## config.mk

```make
export PLATFORM = sky130hd
export DESIGN_NAME = uart_rx_frontend
export DESIGN_NICKNAME = d
export VERILOG_FILES = /design/src/rtl/uart_rx_frontend.sv
export SDC_FILE = /design/constraint.sdc
export NUM_CORES = 1
export LEC_CHECK = 0
export CORE_UTILIZATION = 60
export CTS_CLUSTER_SIZE = 40
export DETAILED_ROUTE_END_ITERATION = 8
export GPL_TIMING_DRIVEN = 1
export PLACE_DENSITY = 0.86
export SYNTH_ARGS = -nofsm -noshare
export SYNTH_HDL_FRONTEND = slang
export SYNTH_SLANG_ARGS = --single-unit
```

## constraint.sdc

```tcl
create_clock -name clk_i -period 4.4 [get_ports clk_i]
set_input_delay 1.1 -clock clk_i [delete_from_list [all_inputs] [get_ports clk_i]]
set_output_delay 1.1 -clock clk_i [all_outputs]
set_load 0.02 [all_outputs]
```

## src/rtl/uart_rx_frontend.sv

```systemverilog
// uart_rx_frontend: conditions the raw RX and modem pad inputs before they
// reach the UART core. Each line is synchronised into clk_i and then passed
// through a stability filter. A line-break detector watches the filtered RX
// line, and rejected RX glitches are counted for line-quality diagnostics.
module uart_rx_frontend #(
  parameter int SyncStages  = 2,
  parameter int FiltLen     = 4,
  parameter int CntWidth    = 20,
  parameter int GlitchWidth = 16
) (
  input  logic                   clk_i,
  input  logic                   rst_i,
  input  logic                   en_i,
  input  logic                   clr_i,
  input  logic [CntWidth-1:0]    break_thresh_i,
  input  logic                   rxd_i,
  input  logic                   cts_ni,
  input  logic                   dsr_ni,
  input  logic                   ri_ni,
  input  logic                   cd_ni,
  output logic                   rxd_o,
  output logic                   cts_no,
  output logic                   dsr_no,
  output logic                   ri_no,
  output logic                   cd_no,
  output logic                   break_o,
  output logic                   break_pulse_o,
  output logic [GlitchWidth-1:0] glitch_cnt_o
);

  localparam int NumLines = 5;
  localparam int FcWidth  = $clog2(FiltLen + 1);
  localparam logic [FcWidth-1:0] FcLast = FcWidth'(FiltLen - 1);

  // Line order in every vector: {cd, ri, dsr, cts, rxd}; bit 0 is RX.
  logic [NumLines-1:0] raw_lines;
  logic [NumLines-1:0] sync_q [SyncStages];
  logic [NumLines-1:0] s_lines;
  logic [NumLines-1:0] s_next;
  logic [NumLines-1:0] filt_q;
  logic [NumLines-1:0] out_lines;
  logic [FcWidth-1:0]  fc_q [NumLines];

  logic                rx_glitch;
  logic                break_active;
  logic                break_hit;
  logic [CntWidth-1:0] bc_q;
  logic [CntWidth:0]   bc_plus_one;

  assign raw_lines = {cd_ni, ri_ni, dsr_ni, cts_ni, rxd_i};
  assign s_lines   = sync_q[SyncStages-1];
  // Value the last synchroniser stage takes at the next edge.
  assign s_next    = sync_q[SyncStages-2];

  // Synchroniser chain; resets to the idle-high level of every line.
  always_ff @(posedge clk_i or posedge rst_i) begin
    if (rst_i) begin
      for (int i = 0; i < SyncStages; i++) sync_q[i] <= '1;
    end else begin
      sync_q[0] <= raw_lines;
      for (int i = 1; i < SyncStages; i++) sync_q[i] <= sync_q[i-1];
    end
  end

  // Per-line stability filter; while bypassed the filtered level tracks the
  // synchronised level so re-enabling resumes from what the core already sees.
  always_ff @(posedge clk_i or posedge rst_i) begin
    if (rst_i) begin
      filt_q <= '1;
      for (int l = 0; l < NumLines; l++) fc_q[l] <= '0;
    end else if (!en_i) begin
      filt_q <= s_next;
      for (int l = 0; l < NumLines; l++) fc_q[l] <= '0;
    end else begin
      for (int l = 0; l < NumLines; l++) begin
        if (s_lines[l] == filt_q[l]) begin
          fc_q[l] <= '0;
        end else if (fc_q[l] == FcLast) begin
          filt_q[l] <= s_lines[l];
          fc_q[l]   <= '0;
        end else begin
          fc_q[l] <= fc_q[l] + 1'b1;
        end
      end
    end
  end

  assign out_lines = en_i ? filt_q : s_lines;
  assign rxd_o     = out_lines[0];
  assign cts_no    = out_lines[1];
  assign dsr_no    = out_lines[2];
  assign ri_no     = out_lines[3];
  assign cd_no     = out_lines[4];

  // An RX excursion that returned before being accepted is a glitch.
  assign rx_glitch = en_i && (s_lines[0] == filt_q[0]) && (fc_q[0] != '0);

  // Saturating glitch counter; clear wins over a same-cycle increment.
  always_ff @(posedge clk_i or posedge rst_i) begin
    if (rst_i) begin
      glitch_cnt_o <= '0;
    end else if (clr_i) begin
      glitch_cnt_o <= '0;
    end else if (rx_glitch && (glitch_cnt_o != '1)) begin
      glitch_cnt_o <= glitch_cnt_o + 1'b1;
    end
  end

  assign break_active = en_i && (break_thresh_i != '0);
  // Widened so a saturated counter never wraps into a false threshold match.
  assign bc_plus_one  = {1'b0, bc_q} + 1'b1;
  assign break_hit    = (bc_plus_one == {1'b0, break_thresh_i});

  // Break detector: times the filtered RX low phase and flags the threshold crossing.
  always_ff @(posedge clk_i or posedge rst_i) begin
    if (rst_i) begin
      bc_q          <= '0;
      break_o       <= 1'b0;
      break_pulse_o <= 1'b0;
    end else if (!break_active || filt_q[0]) begin
      bc_q          <= '0;
      break_o       <= 1'b0;
      break_pulse_o <= 1'b0;
    end else begin
      if (bc_q != '1) bc_q <= bc_q + 1'b1;
      if (break_hit) break_o <= 1'b1;
      break_pulse_o <= break_hit && !break_o;
    end
  end

endmodule

```

==> results_dict.tcl, run 1 <==
set metrics [dict create \
    hold_depth 0 \
    clock_sinks 68 \
    slew_viol_final 0 \
    htree_levels 3 \
    area_growth_syn_to_layout_pct 18.5 \
    finalHoldViolCount 0 \
    min_to "s_lines[2]$_DFF_PP1_" \
    slew_headroom_pct 33.6 \
    crit_fanout 8 \
    cts-resized-gates 0 \
    initial_core_util_pct 64.0 \
    wl_per_cell_um 16.2 \
    worstPathRequired_ns 3.30 \
    grt_remaining_overflow 0 \
    drive_gt1_share_pct 11.5 \
    drc 0 \
    portBuffers 51 \
    dr.pass1.iters 4 \
    muxShareOfSynthArea_pct 3.00 \
    die_h_um 82.4 \
    synth_fa_ha_area_share_pct 2.58 \
    ir_drop_uv 246 \
    post-route-period-util_pct 86.5 \
    min_period_ns 3.80 \
    yosys.cell_types.count 58 \
    die-area_um2 6790 \
    fin_util_pct 75.9 \
    fin_nets 477 \
    outcome "completed" \
    critPathCaptureType "output port" \
    critPathLaunchType "input port" \
    setup_ws_ns 0.596 \
    synth_xor_area_share_pct 13.2 \
    cts_buffer_depth 2 \
    grt_usage_pct 28.1 \
    pin_count 52 \
    grt_max_degree 53 \
    ys.flop_type "dfrtp_1" \
    setup_viol 0 \
    post-cts-setup-buffer-count 0 \
    antenna_left 0 \
    cts_buffers 9 \
    hp-start "s_next[2]$_DFF_PP1_" \
    worstMarginPinSlew_ns 0.995 \
    fmax_mhz 263 \
    coreArea_um2 6060 \
    antenna_cells 0 \
    synth-simple-area-share_pct 22.9 \
    syn-num-nets 433 \
    fp.dieW_um 82.4 \
    dr.first_iter.drc_count 168 \
    antenna_found_initial 0 \
    synth_top_family_by_area "simple AND/OR/NAND/NOR gates" \
    synth_compound_area_share_pct 9.26 \
    syn_inst 396 \
    tns_ns 0 \
    fin_hold_ws_ns 0.368 \
    reg2reg_depth 8 \
    seq_area_frac_synth_pct 44.4 \
    power_density_nw_per_um2 293 \
    dp_hpwl_mm 6.17 \
    num_vias 3160 \
    cts_tree "done" \
    cp.arrival_ns 2.70 \
    postCtsHoldBufs 0 \
    final_cell_mix "dfrtp_1, clkdlybuf4s50_1, nor2_1, a21oi_1, xor2_1" \
    finalWirelength_mm 8.43 \
    grt_pass1_vias 3067 \
    place_congestion 0.909 \
    yosys_warnings 0 \
    crit_type "in2out" \
    hp-class "reg2reg" \
    power.leakage_nw 1.83 \
    maxCapViolations 0 \
    via_per_inst 6.08 \
    skew_ns 0.0128 \
    clkTransAtPathRegs_ns 0.08 \
    reg2reg_slack_ns 1.30 \
    grt_pass1_wl_mm 14.2 \
    postSynthAreaPerCell_um2 9.79 \
    rsz0062_at_grt "no" \
    clk_latency_ns 0.34 \
    r2r_end "break_o$_DFFE_PP0P_" \
    synth-seq-cells 68 \
    rows 28 \
    synth_area_um2 3880 \
    mostFrequentLayoutCell "dfrtp_1" \
    synth_edf_count 0 \
    synthArstFlopShare_pct 100 \
    preCtsSetupSlack_ns 0.593 \
    cts-root-buf "clkbuf_8" \
    r2r-start "bc_q[0]$_DFFE_PP0P_" \
]
## layer usage
metal	GRT usage [%]	vias up	wire, um
li1	-	1505	-
met1	35.0	1489	3540
met2	46.9	140	4110
met3	4.95	26	549
met4	14.0	0	243
met5	0	-	0
## power breakdown
group | internal (mW) | switching [mW]
sequential | 0.651 | 0.0162
combinational | 0.0688 | 0.0720
clock | 0.294 | 0.247
total | 1.01 | 0.335
## cells by family after synthesis
kind of cell               Yosys count
AOI/OAI and AO/OA                   59
xor gates and xnor gates            52
DFF                                 68
and+or+nand+nor                    162
adders and majority gates            8
buffers and inverters               36
muxes                               11
## critical path, stage by stage
cell and delay (ns):
clkdlybuf4s50_1 0.68, mux2_2 0.39, clkdlybuf4s50_1 0.54
## cell type report
type,instances,area [um2]
Sequential cell,68,1720
Clock inverter,5,58.8
Clock buffer,11,151
Multi-Input combinational cell,292,1980
Timing Repair Buffer,56,548
Inverter,13,48.8
Fill cell,410,1460
Tap cell,75,93.8
## sequential cells by signal (all words and copies together) (netlist names)
register,cells
glitch_cnt_o,16
s_next,5
bc_q,20
filt_q,5
s_lines,5
break_pulse_o,1
fc_q,15
break_o,1
## synth_stat cells, types with 9 or more instances
master / number / area share [%]
nor3_1: 12 / 1.5
a21oi_1: 28 / 3.6
xor2_1: 25 / 5.6
nor2_1: 34 / 3.3
dfrtp_1: 53 / 34
nand3_1: 21 / 2.7
inv_1: 12 / 1.2
nor4_1: 16 / 2.6
clkbuf_1: 9 / 0.87
xnor2_1: 23 / 5.2
nand2_1: 22 / 2.1
nand4_1: 18 / 2.9
o21ai_0: 9 / 1.2
dfstp_2: 15 / 10
## worst max-delay path by stage
stage,depth (start not counted),slack (ns),to,start
2_1_floorplan,2,1.52,cd_no,en_i
3_3_place_gp,3,0.61,dsr_no,en_i
3_5_place_dp,3,0.59,cd_no,en_i
4_1_cts,3,0.59,cd_no,en_i
5_1_grt,3,0.54,cd_no,en_i
6_report,3,0.60,cd_no,en_i
## metrics by stage
stage          cells  power, mW  area, um2
6_report         520       1.35       4600
5_1_grt          520       1.40       4600
4_1_cts          520       1.36       4600
3_5_place_dp     504      0.820       4390
3_3_place_gp     504      0.811       4390
2_1_floorplan    396      0.753       3880
No activity file was read; power rests on OpenSTA's default activity.
==> run 2: changes to the inputs <==
CORE_UTILIZATION = 25   (was 60)
PLACE_DENSITY = unset   (was 0.86)
==> run 2 against run 1 <==
Non-clock buffer count unchanged. Clock skew decreased by 0.0087 ns. Worst setup slack got worse by 0.10 ns. Largest cell class unchanged. Final area increased by 5.2%. Die area increased by 140%. Total power increased by 15%. Cell count increased by 22%. Register-to-register slack got worse by 0.02 ns. Utilization decreased by 44 points.
==> results_dict.tcl, run 2 (synthesized netlist as in run 1, its figures left out) <==
set metrics [dict create \
    maxCapViolations 0 \
    reg.largest.list "bc_q (20), glitch_cnt_o (16), fc_q (15)" \
    n_fill_cell 1526 \
    grt_usage_pct 12.2 \
    wl_per_cell_um 14.1 \
    place_congestion 0.819 \
    finalWirelength_mm 8.95 \
    multi_input_area_um2 1980 \
    drive_gt1_share_pct 11.5 \
    postCtsHoldBufs 0 \
    grt_max_degree 69 \
    antenna_found_initial 0 \
    regMostFlops "bc_q" \
    place_inst 617 \
    power_mw 1.55 \
    num_vias 3062 \
    rows 45 \
    crit_type "in2out" \
    dp_hpwl_mm 6.43 \
    cts_buffer_depth 2 \
    slew_viol_final 0 \
    post-cts-setup-buffer-count 0 \
    grt_pass1_vias 3004 \
    setup_viol 0 \
    final_cells 633 \
    cts-root-buf "clkbuf_16" \
    power.leakage_nw 1.87 \
    worstPathRequired_ns 3.30 \
    busiest_layer "met2" \
    cp.arrival_ns 2.80 \
    met1_usage_pct 15.3 \
    hp-class "reg2reg" \
    finalHoldViolCount 0 \
    crit_fanout 11 \
    die-area_um2 16000 \
    pin_count 52 \
    fp.dieW_um 127 \
    dr.first_iter.drc_count 159 \
    fin_nets 477 \
    cts-resized-gates 0 \
    fmax_mhz 256 \
    critPathCaptureType "output port" \
    preCtsSetupSlack_ns 0.481 \
    via_per_inst 4.84 \
    antenna_left 0 \
    htree_levels 3 \
    dr.pass1.iters 4 \
    grt_pass1_wl_mm 15.2 \
    tns_ns 0 \
    met3_usage_pct 3.63 \
    worstMarginPinSlew_ns 0.880 \
    initial_core_util_pct 25.6 \
    grt_remaining_overflow 0 \
    clkTransAtPathRegs_ns 0.06 \
    final_cell_mix "dfrtp_1, clkdlybuf4s50_1, nor2_1, a21oi_1, xor2_1" \
    critPathLaunchType "input port" \
    largest_reg_flops 20 \
    setup_ws_ns 0.496 \
    seq_area_um2 1720 \
    coreArea_um2 15100 \
    fin_util_pct 31.9 \
    final_area_um2 4840 \
    rsz0062_at_grt "no" \
    antenna_cells 0 \
    cts_tree "done" \
    min_period_ns 3.90 \
    mostFrequentLayoutCell "dfrtp_1" \
    cts_buffers 9 \
    dpl-instance-area_um2 4530 \
    grtUsageMet2_pct 19.5 \
    ir_drop_uv 196 \
    portBuffers 51 \
    clock_sinks 68 \
    area_growth_syn_to_layout_pct 24.7 \
    skew_ns 0.00416 \
    slew_headroom_pct 40.8 \
    clk_latency_ns 0.34 \
    die_h_um 127 \
    fin_hold_ws_ns 0.362 \
    outcome "completed" \
    post-route-period-util_pct 88.7 \
    drc 0 \
    power_density_nw_per_um2 322 \
]
## run 2: cell types whose count changed in the layout (fill, tap and decap cells not counted), sizes merged
cell      change
clkbuf        -2
inv           +3
clkinvlp      -1
## run 2: worst paths after layout
| kind | startpoint | end | slack, ns | cells past startpoint |
|---|---|---|---|---|
| max in group asynchronous | rst_i | fc_q[1]$_DFF_PP0_ | 2.49 | 3 |
| max | en_i | cd_no | 0.50 | 3 |
| max reg2reg | bc_q[0]$_DFFE_PP0P_ | break_pulse_o$_DFF_PP0_ | 1.28 | 8 |
| min reg2reg | s_next[2]$_DFF_PP1_ | s_lines[2]$_DFF_PP1_ | 0.36 | 0 |
| min in group asynchronous | rst_i | glitch_cnt_o[8]$_DFFE_PP0P_ | 1.34 | 3 |
| min | s_next[2]$_DFF_PP1_ | s_lines[2]$_DFF_PP1_ | 0.36 | 0 |
## run 2: critical path, stage by stage
cell,delay [ns]
clkdlybuf4s50_1,0.76
mux2_2,0.39
clkdlybuf4s50_1,0.54
## run 2: report_power, final
group	switching (mW)	total, mW	leakage, nW	internal (mW)
registers	0.0148	0.666	0.892	0.651
clock network	0.301	0.748	0.147	0.447
logic	0.0720	0.140	0.831	0.0684
total	0.388	1.55	1.87	1.17
## run 2: layout make-up
cell class | instances | area share (%)
clock buffers | 9 | 4.66
clock inverters | 7 | 1.68
inverters | 13 | 1.01
multi-input cells | 292 | 40.9
flip-flops and latches | 68 | 35.6
well taps | 188 | 4.86
repair buffers | 56 | 11.3
## run 2: per-layer routing
layer  vias to the layer above  part of all wire (%)
met4                         0                   1.8
met2                        79                    48
li1                       1499                     -
met5                         -                     0
met1                      1468                    46
met3                        16                   4.8
==> run 3: changes to the inputs <==
CAP_MARGIN = 40   (was unset)
CTS_CLUSTER_SIZE = unset   (was 40)
SLEW_MARGIN = 20   (was unset)
==> run 3 against run 2 <==
Sequential power barely moved. Global-route usage fell by 0.055 points. Via count did not move. Wire length rose by 0.15%. Worst setup slack improved by 0.0081 ns. Utilization rose by 0.18 points. Sequential share of layout area fell by 0.20 points. Critical path depth did not move. Combinational power rose by 3%. First-iteration DRC count fell by 21%. Critical endpoint unchanged.
==> results_dict.tcl, run 3 (synthesized netlist as in run 1, its figures left out) <==
set metrics [dict create \
    outcome "completed" \
    min_period_ns 3.90 \
    power_frac_seq_pct 42.9 \
    critPathCaptureType "output port" \
    fp.dieW_um 127 \
    reg.largest.list "bc_q (20), glitch_cnt_o (16), fc_q (15)" \
    dr.first_iter.drc_count 126 \
    fin_util_pct 32.1 \
    clock_sinks 68 \
    grt_remaining_overflow 0 \
    cp-startpoint "en_i" \
    fin_nets 478 \
    maxCapViolations 0 \
    num_vias 3062 \
    grt_pass1_wl_mm 15.3 \
    antenna_found_initial 0 \
    clk_latency_ns 0.34 \
    grt_usage_pct 12.1 \
    grt_max_degree 47 \
    grt_pass1_vias 3053 \
    fin_hold_ws_ns 0.364 \
    preCtsSetupSlack_ns 0.467 \
    tns_ns 0 \
    regMostFlops "bc_q" \
    n_fill_cell 1525 \
    post-cts-setup-buffer-count 0 \
    area_growth_syn_to_layout_pct 25.4 \
    switching_share_pct 24.7 \
    r2r_end "break_pulse_o$_DFF_PP0_" \
    endpoint "cd_no" \
    coreArea_um2 15100 \
    worstPathRequired_ns 3.30 \
    power_density_nw_per_um2 319 \
    htree_levels 3 \
    drc 0 \
    crit_fanout 11 \
    wl_per_cell_um 14.1 \
    postCtsHoldBufs 0 \
    comb_power_share_pct 9.3 \
    clkTransAtPathRegs_ns 0.06 \
    fmax_mhz 257 \
    p_sw_mw 0.384 \
    cts_buffer_depth 2 \
    cp.arrival_ns 2.80 \
    largest_reg_flops 20 \
    hp-class "reg2reg" \
    wl_met3_um 445 \
    via_per_inst 4.83 \
    finalHoldViolCount 0 \
    ir_drop_uv 185 \
    rows 45 \
    mostFrequentLayoutCell "dfrtp_1" \
    worstMarginPinSlew_ns 0.881 \
    reg2reg_depth 8 \
    setup_ws_ns 0.504 \
    topRoutingLayerUsed "met4" \
    place_inst 618 \
    slew_headroom_pct 40.7 \
    dr.pass1.iters 4 \
    antenna_left 0 \
    cts_tree "done" \
    final_cell_mix "dfrtp_1, clkdlybuf4s50_1, nor2_1, a21oi_1, xor2_1" \
    dp_hpwl_mm 6.55 \
    power_mw 1.55 \
    dpl-instance-area_um2 4560 \
    r2r-start "bc_q[0]$_DFFE_PP0P_" \
    post-route-period-util_pct 88.5 \
    internal-power_mw 1.17 \
    drive_gt1_share_pct 11.7 \
    wl_met2_mm 4.28 \
    place_congestion 0.819 \
    setup_viol 0 \
    slew_viol_final 0 \
    die_h_um 127 \
    final_cells 634 \
    antenna_cells 0 \
    rsz0062_at_grt "no" \
    final_area_um2 4860 \
    cts-resized-gates 0 \
    portBuffers 51 \
    met1_length_mm 4.10 \
    crit_type "in2out" \
    power.leakage_nw 1.88 \
    cts_buffers 9 \
    skew_ns 0.00588 \
    critPathLaunchType "input port" \
    cts-root-buf "clkbuf_16" \
    initial_core_util_pct 25.6 \
    reg2reg_slack_ns 1.29 \
    p_clk_share_pct 47.8 \
    die-area_um2 16000 \
    finalWirelength_mm 8.96 \
    pin_count 52 \
]
## run 3: cell count changes in the layout (fill, tap and decap cells not counted), sizes merged
cell	previous run	this run
buf	5	6
## run 3: area by class of cell
| type | count | area (um2) | area share [%] |
|---|---|---|---|
| Tap cell | 188 | 235 | 4.84 |
| Inverter | 13 | 48.8 | 1.00 |
| Sequential cell | 68 | 1720 | 35.4 |
| Timing Repair Buffer | 57 | 576 | 11.8 |
| Multi-Input combinational cell | 292 | 1980 | 40.6 |
| Clock buffer | 9 | 225 | 4.63 |
| Clock inverter | 7 | 81.3 | 1.67 |
## run 3: worst min-delay path by stage
| stage | start | to | slack, ns | cells after the start |
|---|---|---|---|---|
| 2_1_floorplan | s_next[0]$_DFF_PP1_ | s_lines[0]$_DFF_PP1_ | 0.35 | 0 |
| 3_3_place_gp | s_next[4]$_DFF_PP1_ | s_lines[4]$_DFF_PP1_ | 0.36 | 0 |
| 3_5_place_dp | s_next[4]$_DFF_PP1_ | s_lines[4]$_DFF_PP1_ | 0.36 | 0 |
| 4_1_cts | s_next[2]$_DFF_PP1_ | s_lines[2]$_DFF_PP1_ | 0.37 | 0 |
| 5_1_grt | s_next[4]$_DFF_PP1_ | s_lines[4]$_DFF_PP1_ | 0.37 | 0 |
| 6_report | s_next[2]$_DFF_PP1_ | s_lines[2]$_DFF_PP1_ | 0.36 | 0 |
## run 3: power groups by stage
stage | sequential, mW | combinational (mW) | clock [mW]
3_3_place_gp | 0.676 | 0.139 | 0
4_1_cts | 0.666 | 0.147 | 0.773
6_report | 0.666 | 0.144 | 0.743
5_1_grt | 0.670 | 0.161 | 0.798
3_5_place_dp | 0.677 | 0.146 | 0
2_1_floorplan | 0.674 | 0.0790 | 0
## run 3: per-layer routing
layer  up-vias  GRT usage [%]
li1       1497              -
met1      1470           15.1
met2        85           20.2
met5         -              0
met3        10           3.21
met4         0           4.18
## run 3: worst max-delay path: stages
cell             delay (ns)
clkdlybuf4s50_1        0.76
mux2_2                 0.39
clkdlybuf4s50_1        0.54
